`src/rtl/wr_demux_2_32_pkg.sv`:
```
// Shared definitions for the store-side two-slave steering unit:
// state encoding and the system memory-map windows.
package wr_demux_2_32_pkg;

  typedef enum logic [1:0] {
    ST_EMPTY = 2'd0,
    ST_HOLD0 = 2'd1,
    ST_HOLD1 = 2'd2,
    ST_ERR   = 2'd3
  } wr_state_e;

  localparam logic [31:0] DEF_BASE0 = 32'h0000_7F00;
  localparam logic [31:0] DEF_SIZE0 = 32'h0000_0010;
  localparam logic [31:0] DEF_BASE1 = 32'h0000_7F10;
  localparam logic [31:0] DEF_SIZE1 = 32'h0000_0010;

endpackage

```
`src/rtl/wr_window_decode.sv`:
```
// Combinational address compare against two windows; also used by the
// read-side select. Offset follows window 0 when both (or neither) hit.
module wr_window_decode #(
  parameter logic [31:0] BASE0 = 32'h0000_7F00,
  parameter logic [31:0] SIZE0 = 32'h0000_0010,
  parameter logic [31:0] BASE1 = 32'h0000_7F10,
  parameter logic [31:0] SIZE1 = 32'h0000_0010
) (
  input  logic [31:0] addr,
  output logic        hit0,
  output logic        hit1,
  output logic [31:0] offset
);

  logic [31:0] off0, off1;

  // Compare via the offset so BASE+SIZE at the top of the map cannot overflow.
  assign off0   = addr - BASE0;
  assign off1   = addr - BASE1;
  assign hit0   = (addr >= BASE0) && (off0 < SIZE0);
  assign hit1   = (addr >= BASE1) && (off1 < SIZE1);
  assign offset = (!hit0 && hit1) ? off1 : off0;

endmodule

```
`src/rtl/wr_demux_2_32.sv`:
```
// Store steering: one-entry holding register forwarding a CPU store to
// device 0, device 1, or absorbing it as an unmapped-address error.
module wr_demux_2_32
  import wr_demux_2_32_pkg::*;
#(
  parameter logic [31:0] BASE0 = DEF_BASE0,
  parameter logic [31:0] SIZE0 = DEF_SIZE0,
  parameter logic [31:0] BASE1 = DEF_BASE1,
  parameter logic [31:0] SIZE1 = DEF_SIZE1
) (
  input  logic        clk,
  input  logic        reset,
  input  logic        req_valid,
  output logic        req_ready,
  input  logic [31:0] req_addr,
  input  logic [31:0] req_wdata,
  input  logic [3:0]  req_be,
  output logic        dev0_valid,
  input  logic        dev0_ready,
  output logic        dev1_valid,
  input  logic        dev1_ready,
  output logic [31:0] dev_addr,
  output logic [31:0] dev_wdata,
  output logic [3:0]  dev_be,
  output logic        err_pulse,
  output logic [31:0] err_addr
);

  wr_state_e   state_q, state_d;
  logic [31:0] addr_q, addr_d;
  logic [31:0] wdata_q, wdata_d;
  logic [3:0]  be_q, be_d;
  logic [31:0] err_addr_q, err_addr_d;

  logic        hit0, hit1;
  logic [31:0] offset;
  logic        release_hold, accept;

  wr_window_decode #(
    .BASE0(BASE0), .SIZE0(SIZE0), .BASE1(BASE1), .SIZE1(SIZE1)
  ) u_decode (
    .addr   (req_addr),
    .hit0   (hit0),
    .hit1   (hit1),
    .offset (offset)
  );

  // Ready only looks at registered state and the selected device's ready,
  // so a draining slot can be refilled in the same cycle.
  always_comb begin
    release_hold = ((state_q == ST_HOLD0) && dev0_ready) ||
                   ((state_q == ST_HOLD1) && dev1_ready);
    req_ready    = (state_q == ST_EMPTY) || (state_q == ST_ERR) || release_hold;
    accept       = req_valid && req_ready;

    state_d    = state_q;
    addr_d     = addr_q;
    wdata_d    = wdata_q;
    be_d       = be_q;
    err_addr_d = err_addr_q;

    if (accept) begin
      addr_d  = offset;
      wdata_d = req_wdata;
      be_d    = req_be;
      if (hit0)      state_d = ST_HOLD0;
      else if (hit1) state_d = ST_HOLD1;
      else begin
        state_d    = ST_ERR;
        err_addr_d = req_addr;
      end
    end else if (release_hold || (state_q == ST_ERR)) begin
      state_d = ST_EMPTY;
    end
  end

  always_ff @(posedge clk) begin
    if (reset) begin
      state_q    <= ST_EMPTY;
      addr_q     <= '0;
      wdata_q    <= '0;
      be_q       <= '0;
      err_addr_q <= '0;
    end else begin
      state_q    <= state_d;
      addr_q     <= addr_d;
      wdata_q    <= wdata_d;
      be_q       <= be_d;
      err_addr_q <= err_addr_d;
    end
  end

  assign dev0_valid = (state_q == ST_HOLD0);
  assign dev1_valid = (state_q == ST_HOLD1);
  assign err_pulse  = (state_q == ST_ERR);
  assign dev_addr   = addr_q;
  assign dev_wdata  = wdata_q;
  assign dev_be     = be_q;
  assign err_addr   = err_addr_q;

endmodule

```
`config.mk`:
```
export PLATFORM = sky130hd
export DESIGN_NAME = wr_demux_2_32
export DESIGN_NICKNAME = d
export VERILOG_FILES = /design/src/rtl/wr_demux_2_32_pkg.sv /design/src/rtl/wr_window_decode.sv /design/src/rtl/wr_demux_2_32.sv
export SDC_FILE = /design/constraint.sdc
export NUM_CORES = 1
export LEC_CHECK = 0
export BUFFER_PORTS_ARGS = -buffer_cell sky130_fd_sc_hd__buf_4
export CAP_MARGIN = 25
export CORE_UTILIZATION = 40
export DETAILED_ROUTE_END_ITERATION = 8
export GPL_ROUTABILITY_DRIVEN = 0
export MAX_ROUTING_LAYER = met4
export PLACE_DENSITY = 0.65
export REMOVE_ABC_BUFFERS = 1
export SLEW_MARGIN = 0
export SYNTH_ARGS = -nofsm -noshare
export SYNTH_HDL_FRONTEND = slang
export SYNTH_SLANG_ARGS = --single-unit
```
`constraint.sdc`:
```
create_clock -name clk -period 4.58 [get_ports clk]
set_input_delay 0.916 -clock clk [delete_from_list [all_inputs] [get_ports clk]]
set_output_delay 0.916 -clock clk [all_outputs]
set_load 0.02 [all_outputs]
```
# After elaboration in Yosys (flattened, before gate mapping)
# Cells that the tools add are included.
word_totals:
  ff_bits: 102
  latchBits: 0
  ram_bits: 0
  romBits: 0
  inputBits: 73
  output_inout_bits: 104
  elab_cells: 35
  n_memories: 0
op_classes:
  n_addsub: 2
  mul: 0
  div_mod_pow: 0
  magnitude_cmp: 4
  eq_ne: 3
  shifts: 0
  n_mux: 5
  bitwise_logic: 2
  reduce_logical: 14
ops:
  columns: ["operator", "n"]
  rows:
  - ["32-bit by 15-bit greater-or-equal comparator with 1-bit output (second input constant)", 2]
  - ["32-bit by 5-bit < comparator with 1-bit output (second input constant)", 2]
  - ["32-bit by 15-bit subtractor with 32-bit output (second input constant)", 2]
  - ["32-bit 2-to-1 mux", 1]
  - ["1-bit logical AND", 6]
  - ["2-bit 2-to-1 mux", 3]
  - ["2-bit equality test (second input constant)", 2]
  - ["1-bit logical OR", 4]
  - ["3-bit AND reduction", 1]
  - ["2-bit by 1-bit equality test with 1-bit output (second input constant)", 1]
  - ["2-bit logical NOT", 1]
  - ["1-bit inverter", 2]
  - ["2-bit nonzero test", 1]
  - ["1-bit logical NOT", 1]
  - ["1-bit 2-to-1 mux", 1]

# Logic depth before layout (Yosys ltp)
# Gate-level depths: netlist of the first run.
depth:
  word_depth: 6
  ltp_mapped: 12
  mapped_depth_nobuf: 10

# By module
# A second synthesis of the first run with hierarchy kept.
unflattened:
  cells_unflattened: 649
  area_unflattened_um2: 6024.5
modules_own_cells:
  columns: ["module", "n_inst", "cells_each", "area_per_inst_um2", "seq_area_each_um2"]
  rows:
  - ["wr_demux_2_32", 1, 453, 4728.3, 2042.0]
  - ["wr_window_decode", 1, 196, 1296.2, 0.0]

# Least setup slack after synthesis of the first run
# No wires, ideal clock.
synth_timing:
  kind: "input to register"
  startpoint: "input port req_addr[5]"
  endpoint: "register err_addr_q[16] (netlist: err_addr[16])"
  setup_ns: 0.143
  t_arrival_ns: 3.317
  required_ns: 4.437
  setup_slack_ns: 1.119
  cell_stages: 12
  n_path_buf: 2
  cell_sequence: "inv_1 > ha_1 > or3b_1 > a211o_1 > a2111oi_2 > nand4_1 > a211o_1 > or3_1 > buf_6 > buf_6 > nand3_2 > a21oi_2"
synth_via:
  elab_chain_cells: 5
  word_cells_on_any_way: 11
  cone_classes: "add/sub: 2; order compare: 4; bitwise: 2; reduce/logical: 3"
synth_rtl:
  columns: ["element", "line", "text"]
  rows:
  - ["start: declaration", "wr_demux_2_32.sv:15", "input logic [31:0] req_addr,"]
  - ["32-bit by 15-bit subtractor with 32-bit output, on equally long branches", "wr_window_decode.sv:18, wr_window_decode.sv:19", null]
  - ["32-bit by 5-bit < comparator with 1-bit output, on equally long branches", "wr_window_decode.sv:20, wr_window_decode.sv:21", null]
  - ["1-bit logical AND, on equally long branches", "wr_window_decode.sv:20, wr_window_decode.sv:21", null]
  - ["1-bit inverter (no source line)", null, null]
  - ["3-bit AND reduction (no source line) *", null, null]
  - ["end signal: assignment", "wr_demux_2_32.sv:89", "err_addr_q <= err_addr_d;"]
  - ["end: declaration", "wr_demux_2_32.sv:33", "logic [31:0] err_addr_q, err_addr_d;"]
# Mark *: on every way between the ends. The rest lies on a longest branch, timed or not.
# A chain may end at the register's enable or synchronous reset.

# Worst setup path in the final report of the first run
layout_timing:
  startpoint: "input port req_addr[8]"
  endpoint: "register err_addr_q[11] (netlist: err_addr[11])"
# Same word-level chain as after synthesis.

==> tab_implementation.tex, run 1 <==
\begin{tabular}{lr}
\hline
Metric & Value \\
\hline
\multicolumn{2}{l}{\textbf{Run status}} \\
Status & completed \\
\multicolumn{2}{l}{\textbf{Timing}} \\
Highest attainable clock frequency & about 270 MHz \\
Hold Violations, Final & 0 \\
Worst hold margin & roughly 0.45 ns \\
Worst Tran Pin Value & 0.8841 ns \\
Fin crit period & 3.766 ns \\
Number of endpoints failing setup at the final stage & 0 \\
Final cycle utilization of the critical path & 0.8222 \\
Worst max-slew margin expressed relative to the limit & 0.4106 \\
Max-slew violation count & 0 \\
Layout Skew & between 0.004 and 0.005 ns \\
RSZ-0062 raised after global routing & false \\
\multicolumn{2}{l}{\textbf{Worst setup path}} \\
Required time of the critical path & between 4 and 5 ns \\
Flop-to-flop setup slack & 2.36 ns \\
Crit path max-delay family & compound AO/OA/AOI/OAI gates \\
Nature of the critical path startpoint & input pin \\
Biggest fanout along the worst timing path & 33 \\
R2R cell count & 7 \\
Critical Path End Type & register \\
Endpoint of the worst setup timing path & err\_addr[11] \\
Reg2Reg Capture Point & err\_addr[11] \\
Crit-path cells & buf\_4 -> ha\_1 -> nand3\_2 -> nor2\_1 -> nor2\_1 -> or3\_1 -> a2111oi\_2 -> a31o\_2 -> o21ai\_0 -> a21oi\_2 \\
Buffers plus inverters on the worst setup path & 1 \\
Critical Path Slowest Stage Cell & sky130\_fd\_sc\_hd\_\_a31o\_2 \\
Data arrival, critical path & roughly 4 ns \\
Worst Setup SP & req\_addr[8] \\
Worst path depth & 10 \\
Cell mode on critical path & sky130\_fd\_sc\_hd\_\_nor2\_1 \\
CP peak stage delay & between 0.6 and 0.7 ns \\
Path type of the worst setup path & input pin to register \\
R2r startpoint & state\_q[0] \\
\multicolumn{2}{l}{\textbf{Finish}} \\
Fraction of layout cells with a size suffix above 1 & 0.3531 \\
ANT cells & 0 \\
Layout Utilization & 0.5536 \\
Layout overhead on the synthesized area & 33.19\% \\
Layout Cell Area excl Fill & 6733 sq um \\
Post-layout instance count excluding filler cells & 927 \\
Count of nets after finishing & between 800 and 900 \\
\multicolumn{2}{l}{\textbf{GRT}} \\
Gr ovfl total & 0 \\
Aggregate global-route resource usage & 0.2357 \\
Pin count of the biggest net entering global routing & 71 \\
Global-route wire length before repair & 23.45 mm \\
Via count of the first global-routing pass & 4646 \\
Number of antenna violations at the first check in global routing & 0 \\
\multicolumn{2}{l}{\textbf{Yosys}} \\
Leading post-synthesis cells by instance count & sky130\_fd\_sc\_hd\_\_dfxtp\_1, sky130\_fd\_sc\_hd\_\_nand2\_1, sky130\_fd\_sc\_hd\_\_a21oi\_1 \\
Post-synth top area cell & sky130\_fd\_sc\_hd\_\_dfxtp\_1 \\
Share of the yosys chip area belonging to registers & 0.4040 \\
Post-synth EDFFs & 0 \\
Most frequent cell after synthesis & sky130\_fd\_sc\_hd\_\_dfxtp\_1 \\
Post-synthesis compound-gate area fraction & 0.2285 \\
Share of cell area taken by muxes after synthesis & 0.001980 \\
Post-synth top flop & sky130\_fd\_sc\_hd\_\_dfxtp\_1 \\
Count of cell types in the netlist & 52 \\
Adder and majority cell fraction of the synthesized area & 0.01733 \\
Gate count after technology mapping & 610 \\
Seq cells post-synth & 102 \\
Area share of and/or/nand/nor cells after synthesis & 0.2520 \\
Fraction of synthesized cell area taken by the top area cell type & 0.4040 \\
Top area cells in the synthesized netlist & sky130\_fd\_sc\_hd\_\_dfxtp\_1, sky130\_fd\_sc\_hd\_\_nand2\_1, sky130\_fd\_sc\_hd\_\_nand3\_2 \\
Dominant combinational cell family by area after synthesis & simple AND/OR/NAND/NOR gates \\
Ys Warns & 0 \\
Synth Area in XOR/XNOR & 0.04158 \\
Synth Cell Area & 5055 sq um \\
Asr flop ratio synth & 0 \\
Average footprint of a synthesized cell & 8.287 sq um \\
\multicolumn{2}{l}{\textbf{Floorplan}} \\
Total die area & roughly 13000 sq um \\
Area of the placeable core & between 10000 and 15000 sq um \\
Die height & roughly 110 um \\
IO Count & 177 \\
Starting density of the core & 0.4156 \\
Number of rows in the core area & 40 \\
Die Span X & 114.4 um \\
\multicolumn{2}{l}{\textbf{Routing}} \\
Via-to-Cell Ratio & 5.361 \\
Number of routed nets with antenna violations & 0 \\
Drt total wl & 14.84 mm \\
Number of remaining DRC errors & 0 \\
Via count & 4970 \\
Drt pass-1 iters & 4 \\
DR WL/cell & 16.01 um \\
First-iteration detailed-routing DRC count & 347 \\
\multicolumn{2}{l}{\textbf{Power and ir drop}} \\
Switching power of the nets & roughly 0.84 mW \\
Leakage Power & 2.656 nW \\
Power density of the placed cells & 378.7 nW/um\^{}2 \\
Design internal power & 1.714 mW \\
Part of the power in registers & 0.410 \\
Share of power burned in combinational logic & 0.295 \\
Fraction of power consumed by the clock network & 0.295 \\
Peak VDD IR & 158.3 uV \\
Switching Share & 0.3276 \\
\multicolumn{2}{l}{\textbf{Clock tree}} \\
TritonCTS clock tree & built \\
Clock buffer count from CTS & 9 \\
Post-CTS sizing & 0 \\
Total clock sinks & 102 \\
Maximum level of the CTS H-tree & 3 \\
Post-CTS Setup Inserts & 0 \\
Hold buffer count at CTS & 0 \\
Max Root-Sink Buffers & 2 \\
Root buffer cell & sky130\_fd\_sc\_hd\_\_clkbuf\_16 \\
Clock network latency to the later pin of the worst-skew pair & 0.35 ns \\
CTS clock-pin slew for the worst setup and hold paths & around 0.070 ns \\
\multicolumn{2}{l}{\textbf{Placement}} \\
Dpl cells & 910 \\
HPWL after detailed placement & 10.64 mm \\
Count of port buffers added during placement & approximately 180 \\
Placed cell areas & 6427 sq um \\
\multicolumn{2}{l}{\textbf{Worst hold path}} \\
Class of the tightest hold or removal check & register to register \\
\multicolumn{2}{l}{\textbf{Flow run}} \\
Count of maximum capacitance violations & 0 \\
\hline
\end{tabular}
[cell families (layout without fill, tap and decap cells)]
group                    Yosys count  count (layout)
flip-flops                       102             102
adder cells (fa/ha/maj)            7               7
XOR/XNOR                          24              24
multiplexers                       1               1
buffers and inverters             60             209
AO/OA/AOI/OAI                    176             176
AND/OR/NAND/NOR                  240             240
[per-layer routing]
layer / wire, um / part of all wire / vias to the layer above / global-route usage
met1: 6696 / 0.45 / 2313 / 0.2985
met5: 0 / 0 / - / -
met3: 896 / 0.060 / 28 / 0.04023
met2: 6973 / 0.47 / 177 / 0.3778
li1: - / - / 2452 / -
met4: 278 / 0.019 / 0 / 0.08571
[sequential cells by signal, summed over array words and instances (netlist names)]
signal	count
dev_addr	32
dev_wdata	32
err_addr	32
dev_be	4
state_q	2
[power by group through the flow]
stage	registers (mW)	clock network (mW)	logic, mW
6_report	1.04	0.752	0.753
5_1_grt	1.06	0.804	0.820
4_1_cts	1.05	0.768	0.752
3_5_place_dp	1.06	0	0.751
3_3_place_gp	1.06	0	0.736
2_1_floorplan	1.18	0	0.290
[area by class of cell]
| type | instances | area (sq um) |
|---|---|---|
| flip-flops and latches | 102 | 2042 |
| repair buffers | 187 | 1416 |
| well taps | 168 | 210.2 |
| fillers | 1158 | 5429 |
| clock buffers | 13 | 240.2 |
| multi-input cells | 448 | 2756 |
| clock inverters | 3 | 45.04 |
| inverters | 6 | 22.52 |
[worst reg2reg max path: cells and delay by family, from the launching register on]
| kind | cells | cell delay, ns |
|---|---|---|
| AND/OR/NAND/NOR | 1 | 0.16 |
| buffers and inverters | 1 | 0.06 |
| flip-flops | 1 | 0.38 |
| adder cells (fa/ha/maj) | 1 | 0.29 |
| AO/OA/AOI/OAI | 4 | 1.27 |
[through the flow]
| step | power (mW) | setup TNS, ns | worst slack [ns] |
|---|---|---|---|
| 2_1_floorplan | 1.470 | -18.94 | -0.6597 |
| 3_3_place_gp | 1.796 | 0 | 0.6290 |
| 3_5_place_dp | 1.815 | 0 | 0.4776 |
| 4_1_cts | 2.564 | 0 | 0.8369 |
| 5_1_grt | 2.681 | 0 | 0.5334 |
| 6_report | 2.549 | 0 | 0.8142 |
[worst min path at each step]
stage / slack (ns) / start / depth (start not counted) / end
floorplan: 0.47 / state_q[1] / 2 / state_q[1]
CTS: 0.46 / dev_addr[0] / 2 / dev_addr[0]
detailed placement: 0.45 / dev_addr[0] / 2 / dev_addr[0]
global route: 0.48 / dev_wdata[23] / 2 / dev_wdata[23]
global placement: 0.44 / dev_wdata[1] / 2 / dev_wdata[1]
finish: 0.45 / dev_wdata[8] / 2 / dev_wdata[8]
[placed cells by master (no fill, tap or decap), types with 6 or more instances in the layout]
master / synthesis / routed
sky130_fd_sc_hd__nand3_2: 30 / 30
sky130_fd_sc_hd__xor2_1: 6 / 6
sky130_fd_sc_hd__or3_1: 10 / 9
sky130_fd_sc_hd__a211oi_1: 19 / 19
sky130_fd_sc_hd__nand3_1: 12 / 12
sky130_fd_sc_hd__clkbuf_16: 0 / 9
sky130_fd_sc_hd__ha_1: 7 / 7
sky130_fd_sc_hd__xnor2_1: 18 / 18
sky130_fd_sc_hd__a21oi_2: 29 / 29
sky130_fd_sc_hd__inv_1: 6 / 6
sky130_fd_sc_hd__nand2_1: 98 / 97
sky130_fd_sc_hd__nand4_1: 7 / 7
sky130_fd_sc_hd__a21oi_1: 53 / 53
sky130_fd_sc_hd__o21ai_0: 38 / 38
sky130_fd_sc_hd__nor3_1: 14 / 14
sky130_fd_sc_hd__nor4_1: 10 / 10
sky130_fd_sc_hd__buf_4: 2 / 186
sky130_fd_sc_hd__nor2_1: 38 / 38
sky130_fd_sc_hd__dfxtp_1: 102 / 102
Note: power is estimated with default switching activity, not from simulation.
==> run 2: changes to the inputs <==
ABC_AREA = 1   (was default)
PLACE_DENSITY = 0.67   (was 0.65)
clock period = 3.1 ns   (was 4.58 ns; I/O delays follow)
==> run 2 against run 1 <==
Hold slack improved by 0.011 ns. Sequential cell count unchanged. Power increased by 53%. Combinational power increased by 66%. Sequential share of layout area decreased by 1.0 points.
==> tab_implementation.tex, run 2 <==
\begin{tabular}{lr}
\hline
Metric & Value \\
\hline
\multicolumn{2}{l}{\textbf{Run status}} \\
Status & completed \\
\multicolumn{2}{l}{\textbf{Clock tree}} \\
Max Root-Sink Buffers & 2 (unchanged) \\
Maximum level of the CTS H-tree & 3 (unchanged) \\
Root buffer cell & sky130\_fd\_sc\_hd\_\_clkbuf\_16 \\
TritonCTS clock tree & built \\
Total clock sinks & 102 (unchanged) \\
Post-CTS sizing & 0 (unchanged) \\
Clock network latency to the later pin of the worst-skew pair & 0.35 ns (about the same) \\
Post-CTS Setup Inserts & 0 (unchanged) \\
Clock buffer count from CTS & 9 (unchanged) \\
CTS clock-pin slew for the worst setup and hold paths & 0.06 ns (about the same) \\
Hold buffer count at CTS & 0 (unchanged) \\
\multicolumn{2}{l}{\textbf{Yosys}} \\
Fraction of synthesized cell area taken by the top area cell type & 0.3888 (-0.01520) \\
Share of the yosys chip area belonging to registers & 0.3888 (-0.01520) \\
Count of cell types in the netlist & 31 (-40\%) \\
Top area cells in the synthesized netlist & sky130\_fd\_sc\_hd\_\_dfxtp\_1, sky130\_fd\_sc\_hd\_\_nand2\_1, sky130\_fd\_sc\_hd\_\_nor2\_1 \\
Leading post-synthesis cells by instance count & sky130\_fd\_sc\_hd\_\_nand2\_1, sky130\_fd\_sc\_hd\_\_nor2\_1, sky130\_fd\_sc\_hd\_\_dfxtp\_1 \\
Post-synth EDFFs & 0 (unchanged) \\
Post-synth top flop & sky130\_fd\_sc\_hd\_\_dfxtp\_1 \\
Average footprint of a synthesized cell & 6.437 sq um (-22\%) \\
Synth Cell Area & 5253 sq um (+3.9\%) \\
Ys Warns & 0 (unchanged) \\
Gate count after technology mapping & 816 (+34\%) \\
Post-synth top area cell & sky130\_fd\_sc\_hd\_\_dfxtp\_1 \\
Seq cells post-synth & 102 (unchanged) \\
Asr flop ratio synth & 0 (unchanged) \\
Most frequent cell after synthesis & sky130\_fd\_sc\_hd\_\_nand2\_1 \\
\multicolumn{2}{l}{\textbf{GRT}} \\
Number of antenna violations at the first check in global routing & 0 (unchanged) \\
Gr ovfl total & 0 (unchanged) \\
Aggregate global-route resource usage & 0.2340 (-0.001670) \\
Pin count of the biggest net entering global routing & 80 (+13\%) \\
Via count of the first global-routing pass & 4816 (+3.7\%) \\
Global-route wire length before repair & 23.92 mm (+2.0\%) \\
\multicolumn{2}{l}{\textbf{Worst setup path}} \\
Crit path max-delay family & simple AND/OR/NAND/NOR gates \\
R2R cell count & 10 (+3) \\
Critical Path Slowest Stage Cell & sky130\_fd\_sc\_hd\_\_nor2\_4 \\
Data arrival, critical path & 3.01 ns (-1.04 ns) \\
Cell mode on critical path & sky130\_fd\_sc\_hd\_\_nand2\_1 \\
Path type of the worst setup path & input pin to register \\
Flop-to-flop setup slack & 0.79 ns (-1.57 ns) \\
R2r startpoint & state\_q[1] \\
Biggest fanout along the worst timing path & 32 (-3.0\%) \\
Nature of the critical path startpoint & input pin \\
Crit-path cells & buf\_4 -> nand2\_1 -> nor2\_2 -> nand2\_1 -> nand3\_1 -> xor2\_1 -> nor2\_1 -> nand3b\_1 -> nor2\_2 -> nor2\_4 -> nand3\_1 -> nand2\_1 -> nor2\_1 \\
Buffers plus inverters on the worst setup path & 1 (unchanged) \\
Reg2Reg Capture Point & state\_q[0] \\
Required time of the critical path & 3.34 ns (-1.52 ns) \\
Critical Path End Type & register \\
CP peak stage delay & 0.59 ns (-0.05 ns) \\
\multicolumn{2}{l}{\textbf{Routing}} \\
Drt pass-1 iters & 5 (+1) \\
Via count & 5494 (+11\%) \\
Number of routed nets with antenna violations & 0 (unchanged) \\
Drt total wl & 15.35 mm (+3.4\%) \\
Via-to-Cell Ratio & 4.765 (-11\%) \\
First-iteration detailed-routing DRC count & 321 (-7.5\%) \\
Number of remaining DRC errors & 0 (unchanged) \\
DR WL/cell & 13.31 um (-17\%) \\
\multicolumn{2}{l}{\textbf{Timing}} \\
Number of endpoints failing setup at the final stage & 0 (unchanged) \\
RSZ-0062 raised after global routing & false \\
Fin crit period & around 2.8 ns \\
Hold Violations, Final & 0 (unchanged) \\
Highest attainable clock frequency & 361.7 MHz \\
Layout Skew & 0.004852 ns (+0.00008029 ns) \\
Final cycle utilization of the critical path & 0.8918 \\
Worst Tran Pin Value & 0.8168 ns (-0.06738 ns) \\
Max-slew violation count & 0 (unchanged) \\
Worst hold margin & 0.4657 ns (+0.01084 ns) \\
Worst max-slew margin expressed relative to the limit & 0.4542 (+0.04363) \\
\multicolumn{2}{l}{\textbf{Finish}} \\
Layout Cell Area excl Fill & 6970 sq um (+3.5\%) \\
Commonest non-fill, non-tap cells in the layout & sky130\_fd\_sc\_hd\_\_nor2\_1, sky130\_fd\_sc\_hd\_\_nand2\_1, sky130\_fd\_sc\_hd\_\_buf\_4 \\
Layout overhead on the synthesized area & 32.71\% \\
Fraction of layout cells with a size suffix above 1 & 0.2396 (-0.1135) \\
ANT cells & 0 (unchanged) \\
Count of nets after finishing & 1056 (+27\%) \\
\multicolumn{2}{l}{\textbf{Floorplan}} \\
Area of the placeable core & 12720 sq um (+4.6\%) \\
Number of rows in the core area & 41 (+2.5\%) \\
Starting density of the core & 0.4129 (-0.002774) \\
Die height & 116.6 um (+1.9\%) \\
IO Count & 177 (unchanged) \\
Total die area & 13590 sq um (+3.8\%) \\
Die Span X & 116.6 um (+1.9\%) \\
\multicolumn{2}{l}{\textbf{Worst hold path}} \\
Worst hold path stage count & 2 (unchanged) \\
Class of the tightest hold or removal check & register to register \\
Hold worst-path end & dev\_addr[22] \\
HP Start & dev\_addr[22] \\
\multicolumn{2}{l}{\textbf{Power and ir drop}} \\
Leakage Power & 3.471 nW (+31\%) \\
Total power & 3.912 mW (+53\%) \\
Power density of the placed cells & 561.2 nW/um\^{}2 (+48\%) \\
Peak VDD IR & 250.8 uV (+58\%) \\
\multicolumn{2}{l}{\textbf{Placement}} \\
HPWL after detailed placement & 11.31 mm (+6.3\%) \\
Placed cell areas & 6695 sq um (+4.2\%) \\
Count of port buffers added during placement & 176 (unchanged) \\
\multicolumn{2}{l}{\textbf{Flow run}} \\
Count of maximum capacitance violations & 0 (unchanged) \\
\hline
\end{tabular}
run 2: changes by cell type in the layout (fill, tap and decap cells not counted), sizes merged, moves of 12 or more:
cell,before,now
nand3,42,85
a21oi,82,25
xnor2,18,0
nor2,38,207
o21ai,41,55
nand2,98,197
nor3,15,3
inv,6,65
a211oi,19,0
run 2: routing by layer:
metal,vias up,global-route usage,routed length [um]
li1,2891,-,-
met1,2391,0.2943,6994
met2,192,0.3669,6760
met3,20,0.06331,1332
met4,0,0.06751,258
met5,-,-,0
run 2: logic make-up (layout without fill, tap and decap cells):
logic type | count (synthesis) | count (layout) | synth area share
and+or+nand+nor | 505 | 505 | 0.4040
buffers and inverters | 103 | 268 | 0.08290
DFF | 102 | 102 | 0.3888
AOI/OAI and AO/OA | 85 | 85 | 0.08432
xor gates and xnor gates | 14 | 14 | 0.02334
adders and majority gates | 7 | 7 | 0.01667
run 2: layout make-up:
cell class              count  area [sq um]
inverters                  65         244.0
multi-input cells         611          2778
clock inverters             6         46.29
clock buffers              10         229.0
flip-flops and latches    102          2042
repair buffers            187          1416
well taps                 172         215.2
fillers                  1342          5752
run 2: worst register-to-register path: cells and delay by family, from the launching register on:
family	cells	cell delay, ns
simple gates	4	0.81
buf+inv	3	0.47
fa+ha+maj	1	0.20
flops	1	0.38
compound gates	2	0.39
run 2: stage by stage:
step	setup slack, ns	TNS [ns]	std cells	util
after global routing	0.09249	0	1153	0.5479
after floorplan	-0.3574	-16.13	778	-
after detailed placement	-0.03419	-0.1499	1137	0.5263
after global placement	-0.01039	-0.04212	1137	0.5263
final	0.3355	0	1153	0.5479
after CTS	0.3450	0	1153	0.5479
run 2: worst max path at each step:
stage / start / end / slack [ns] / cells after the start
after floorplan: state_q[0] / err_addr[0] / -0.36 / 9
after global placement: req_addr[10] / err_addr[15] / -0.01 / 13
after detailed placement: req_addr[10] / err_addr[10] / -0.03 / 13
after CTS: req_addr[10] / err_addr[10] / 0.35 / 13
after global routing: req_addr[19] / err_addr[17] / 0.09 / 13
final: req_addr[10] / err_addr[10] / 0.34 / 13
run 2: power by group:
part	leakage, nW	total [mW]	switching (mW)	internal, mW
Combinational	2.50	1.25	0.759	0.495
Sequential	0.845	1.60	0.0995	1.50
Clock	0.129	1.06	0.506	0.550
